[src/rtl/regset_port_ctrl.sv]
// Pipeline-side controller for the 64 x (32+1) register set with synchronous, read-first ports.
// Clears the set after reset, holds read addresses on stalls, forces x0 to zero and forwards same-cycle writes.
module regset_port_ctrl #(
   parameter bit CLEAR_ON_RESET = 1'b1,
   parameter bit ZERO_X0        = 1'b1
) (
   input  logic        clk,
   input  logic        rstn,
   output logic        busy,
   input  logic        req_re,
   input  logic [5:0]  req_ra1,
   input  logic [5:0]  req_ra2,
   input  logic        req_we,
   input  logic [5:0]  req_wa,
   input  logic [31:0] req_wd,
   input  logic        req_wg,
   output logic [31:0] op_rd1,
   output logic        op_rg1,
   output logic [31:0] op_rd2,
   output logic        op_rg2,
   output logic        rs_we,
   output logic [5:0]  rs_wa,
   output logic [31:0] rs_wd,
   output logic        rs_wg,
   output logic [5:0]  rs_ra1,
   output logic [5:0]  rs_ra2,
   input  logic [31:0] rs_rd1,
   input  logic        rs_rg1,
   input  logic [31:0] rs_rd2,
   input  logic        rs_rg2
);

   typedef enum logic {ST_CLEAR = 1'b0, ST_RUN = 1'b1} state_t;

   state_t      state_reg;
   logic [5:0]  cnt_reg;
   logic        busy_reg;
   logic        clearing;

   logic        we_int;
   logic [5:0]  wa_int;
   logic [31:0] wd_int;
   logic        wg_int;

   logic [5:0]  req_ra_a [2];
   logic [5:0]  ra_a     [2];
   logic [31:0] rd_a     [2];
   logic        rg_a     [2];
   logic [31:0] op_d_a   [2];
   logic        op_g_a   [2];

   always_ff @(posedge clk or negedge rstn) begin
      if (!rstn) begin
         state_reg <= CLEAR_ON_RESET ? ST_CLEAR : ST_RUN;
         cnt_reg   <= '0;
         busy_reg  <= CLEAR_ON_RESET;
      end else if (state_reg == ST_CLEAR) begin
         cnt_reg <= cnt_reg + 6'd1;
         if (cnt_reg == 6'd63) begin
            state_reg <= ST_RUN;
            busy_reg  <= 1'b0;
         end
      end
   end

   assign clearing = (state_reg == ST_CLEAR);
   assign busy     = busy_reg;

   // The clear sequence owns the write port; pipeline writes to x0 never reach the set.
   always_comb begin
      if (clearing) begin
         we_int = 1'b1;
         wa_int = cnt_reg;
         wd_int = '0;
         wg_int = 1'b0;
      end else begin
         we_int = req_we && !(ZERO_X0 && (req_wa == 6'd0));
         wa_int = req_wa;
         wd_int = req_wd;
         wg_int = req_wg;
      end
   end

   assign rs_we = we_int;
   assign rs_wa = wa_int;
   assign rs_wd = wd_int;
   assign rs_wg = wg_int;

   assign req_ra_a[0] = req_ra1;
   assign req_ra_a[1] = req_ra2;
   assign rd_a[0]     = rs_rd1;
   assign rd_a[1]     = rs_rd2;
   assign rg_a[0]     = rs_rg1;
   assign rg_a[1]     = rs_rg2;

   genvar gi;
   generate
      for (gi = 0; gi < 2; gi++) begin : g_port
         logic [5:0]  held_reg;
         logic        fwd_reg;
         logic [31:0] fwd_d_reg;
         logic        fwd_g_reg;
         logic        zero_reg;

         assign ra_a[gi] = req_re ? req_ra_a[gi] : held_reg;

         // The set returns pre-write data on a same-cycle collision, so capture the write instead.
         always_ff @(posedge clk or negedge rstn) begin
            if (!rstn) begin
               held_reg  <= '0;
               fwd_reg   <= 1'b0;
               fwd_d_reg <= '0;
               fwd_g_reg <= 1'b0;
               zero_reg  <= 1'b0;
            end else begin
               held_reg  <= ra_a[gi];
               fwd_reg   <= we_int && (wa_int == ra_a[gi]);
               fwd_d_reg <= wd_int;
               fwd_g_reg <= wg_int;
               zero_reg  <= ZERO_X0 && (ra_a[gi] == 6'd0);
            end
         end

         assign op_d_a[gi] = (clearing || zero_reg) ? 32'd0 : (fwd_reg ? fwd_d_reg : rd_a[gi]);
         assign op_g_a[gi] = (clearing || zero_reg) ? 1'b0  : (fwd_reg ? fwd_g_reg : rg_a[gi]);
      end
   endgenerate

   assign rs_ra1 = ra_a[0];
   assign rs_ra2 = ra_a[1];
   assign op_rd1 = op_d_a[0];
   assign op_rg1 = op_g_a[0];
   assign op_rd2 = op_d_a[1];
   assign op_rg2 = op_g_a[1];

endmodule

[config.mk]
export PLATFORM = sky130hd
export DESIGN_NAME = regset_port_ctrl
export DESIGN_NICKNAME = d
export VERILOG_FILES = /design/src/rtl/regset_port_ctrl.sv
export SDC_FILE = /design/constraint.sdc
export NUM_CORES = 1
export LEC_CHECK = 0
export CAP_MARGIN = 20
export CORE_UTILIZATION = 37
export DETAILED_ROUTE_END_ITERATION = 7
export PLACE_DENSITY = 0.91
export SLEW_MARGIN = 40
export SYNTH_ARGS = -nofsm -noshare
export SYNTH_HDL_FRONTEND = slang
export SYNTH_SLANG_ARGS = --single-unit
[constraint.sdc]
create_clock -name clk -period 3.6 [get_ports clk]
set_input_delay 0.72 -clock clk [delete_from_list [all_inputs] [get_ports clk]]
set_output_delay 0.72 -clock clk [all_outputs]
set_load 0.005 [all_outputs]
==> impl_summary.txt <==
----------------------------------------------------
[CTS]
  Worst-Skew Late Latency ... 0.32 ns
  Number of gates resized after cts ... 0
  Buffers from clock root to sink, at most ... 2
  Post-CTS Hold Fix Bufs ... 0
  Total number of H-tree levels ... 3
  Clock transition at path regs ... around 0.060 ns
  Cell at the root of the clock tree ... clkbuf_8
  Setup Fix Bufs, Post-CTS ... 0
  Clock tree from TritonCTS ... done
  Number of sinks on the clock net ... 57
  Total clock buffers created by CTS ... 9

[Route]
  Number of iterations in the first detailed-routing pass ... 4
  Ratio of routed vias to standard cells ... 4.87
  Wirelength, routed ... between 10000 and 15000 um
  Avg WL per Cell ... between 15 and 20 um
  First-iteration detailed-routing DRC count ... 93
  DRC errors left ... 0
  Count of antenna-violating nets left after detailed routing ... 0
  Routed vias ... 3257

[Final layout]
  Area of all placed cells without fillers ... around 6000 um^2
  Number of diodes added for antenna fixing ... 0
  Final nets ... just under 700
  Number of flip-flops under the largest register name ... 32
  Synthesis-to-layout area growth ... 84.1%
  Fraction of layout cells with a size suffix above 1 ... 5.32%

[Synth]
  Most area-consuming cells after synthesis ... dfrtp_1, mux2i_1, nor2_1
  Synthesized net count ... 444
  Most frequently used cell type in the post-synthesis netlist ... mux2i_1
  Mean area per synthesized cell ... ~10 um^2
  Synthesized netlist cell count ... 322
  Fraction of the yosys area taken by sequential cells ... 44.2%
  Count of distinct cell types in the synthesized netlist ... 25
  Synth async-reset ratio ... between 90% and 100%
  Number of enable-type register cells in the synthesized netlist ... 0
  Cell area after synthesis ... about 3200 um^2
  Commonest cells in the synthesized netlist ... mux2i_1, nor2_1, dfrtp_1
  Portion of synthesized cell area occupied by the leading cell type ... 43.4%
  Primary flip-flop cell chosen by synthesis mapping ... dfrtp_1
  Yosys top cell by area ... dfrtp_1
  Post-synthesis register bit count ... 57
  Yosys warnings ... 0

[Power and ir drop]
  Highest ir drop seen on vdd ... about 0.00018 V
  Cell area power density ... about 270 nW/um^2
  Share of total power consumed by net switching ... between 20 and 25%
  Flop pwr share ... 42.0%
  Power spent charging and discharging nets ... around 0.00036 W
  Fraction of power consumed by combinational cells ... between 15 and 20%
  Static leakage power ... about 2.4 nW
  Internal power summed over all cells ... 0.00122 W
  Clock network power share ... between 40 and 50%

[Hold path]
  Cells on Worst Hold Path ... 1
  Hold EP ... busy
  Worst Hold Class ... flop to flop
  Launch instance of the worst min-delay path ... busy

[GRT]
  Via count of the first global-routing pass ... 3251
  Gr ovfl total ... 0
  Wire length of the first global-routing pass ... 17000 um
  Number of antenna violations at the first check in global routing ... 0
  Maximum number of pins on one net before global-route repair ... 58
  GRT Overall Usage ... about a quarter

[STA]
  Sum Neg Setup Slack ... 0 ns
  Worst Clk Skew ... between 0.008 and 0.009 ns
  Slew at the pin closest to its max-slew limit ... a little over 0.7 ns
  Total count of hold-check failures in the final report ... 0
  Max_slew headroom ... 51.8%
  Unrepaired setup endpoints after global routing ... no
  Maximum achievable frequency ... 0.319 GHz
  Count of endpoints failing setup in the final report ... 0
  Fraction of the cycle the final worst path needs ... around 87%
  Number of pins exceeding their max-slew limit in the final report ... 0
  Fin crit period ... 3.13 ns

[Critical path]
  Worst R2R End ... g_port[1].fwd_reg
  Crit start category ... primary input
  Reg-to-reg setup timing slack ... between 1.5 and 2 ns
  Origin of the critical flop-to-flop path ... state_reg
  CP Data Required Time ... 2.88 ns
  Data arrival time at the worst-slack endpoint ... roughly 2.4 ns
  Length in cells of the worst reg-to-reg path ... 5
  Critical Path Sink Type ... output pin
  Crit Path Max Fanout ... 12
  Critical path class ... primary input to output pin

[Floorplanning]
  Height of the chip ... ~95 um
  Die outline area ... 9110 um^2
  CORE AREA ... 8340 um^2
  Top-level I/O count ... 240
  Horizontal die dimension ... 95.4 um
  # rows ... 33
  Effective utilization at floorplan ... around two fifths

[Placed design]
  Quantity of I/O buffers inserted on ports ... approximately 240
  Instance area after placement ... around 5700 um^2
  Estimated wirelength of the detail-placed design ... between 9000 and 10000 um
  Gpl congestion ... around 0.9

[Job]
  Number of violations of the max-capacitance limit ... 0

[Run status]
  Status ... finished clean

----------------------------------------------------
## power by group through the flow
stage	Clock [W]	Combinational, W	Sequential (W)
finish	0.000650	0.000264	0.000662
global route	0.000695	0.000282	0.000663
CTS	0.000664	0.000266	0.000662
detailed placement	0	0.000264	0.000675
global placement	0	0.000254	0.000674
floorplan	0	0.0000798	0.000669
## critical path, cell delays in order
cell	delay (ns)
clkdlybuf4s50_1	0.45
buf_4	0.23
mux2i_1	0.38
inv_1	0.13
clkdlybuf4s50_1	0.50
## kinds of logic (layout without fill, tap and decap cells)
| family | after synthesis | after routing | share of synthesized area (%) |
|---|---|---|---|
| and+or+nand+nor | 119 | 119 | 18.4 |
| muxes | 85 | 85 | 26.4 |
| DFF | 57 | 57 | 44.2 |
| buffers and inverters | 41 | 283 | 5.58 |
| xor gates and xnor gates | 17 | 17 | 4.61 |
| AOI/OAI and AO/OA | 2 | 2 | 0.465 |
| adders and majority gates | 1 | 1 | 0.387 |
## through the flow
stage,utilization [%],worst slack (ns),total power (W),hold slack [ns],cells
after floorplan,-,1.41,0.000749,0.424,322
after global placement,68.8,0.535,0.000928,0.446,653
after detailed placement,68.8,0.450,0.000939,0.451,653
after CTS,71.3,0.456,0.00159,0.460,669
after global routing,71.3,0.398,0.00164,0.470,669
final,71.3,0.468,0.00158,0.457,669
## worst max path at each step
stage | start | end | slack, ns
after floorplan | req_wa[2] | rs_we | 1.41
after global placement | req_wa[2] | rs_we | 0.53
after detailed placement | req_re | rs_ra2[0] | 0.45
after CTS | req_re | rs_ra2[0] | 0.46
after global routing | req_re | rs_ra2[3] | 0.40
final | req_re | rs_ra2[0] | 0.47
## cell usage in the layout (no fill, tap or decap), types with 2 or more instances in the layout
master	netlist	final
buf_12	0	2
dfrtp_2	0	2
nor2_1	67	67
nand4b_1	3	3
dfrtp_1	56	54
xor2_1	4	4
and2_1	33	33
clkinvlp_4	0	2
nand4_1	4	4
clkdlybuf4s50_1	0	238
clkbuf_1	11	2
buf_4	0	7
nor4_2	2	2
inv_1	19	19
bufinv_16	0	2
mux2i_1	84	84
clkbuf_8	0	9
nor3_1	2	2
xnor2_1	13	13
nand2b_1	2	2
or2b_1	2	2
## area by class of cell
class	instances	area [um^2]
clock buffers	11	131
clock inverters	5	80.1
fillers	622	2390
inverters	19	71.3
multi-input cells	224	1620
flip-flops and latches	57	1430
well taps	105	131
repair buffers	248	2480
## per-layer routing
metal	global-route usage (%)	part of all wire [%]	vias to the layer above	wire, um
li1	-	-	1534	-
met5	0	0	-	0
met4	10.3	3.0	0	350
met1	27.8	37	1551	4360
met2	46.5	53	141	6220
met3	5.58	6.8	31	795
(Power assumes the default switching activity.)
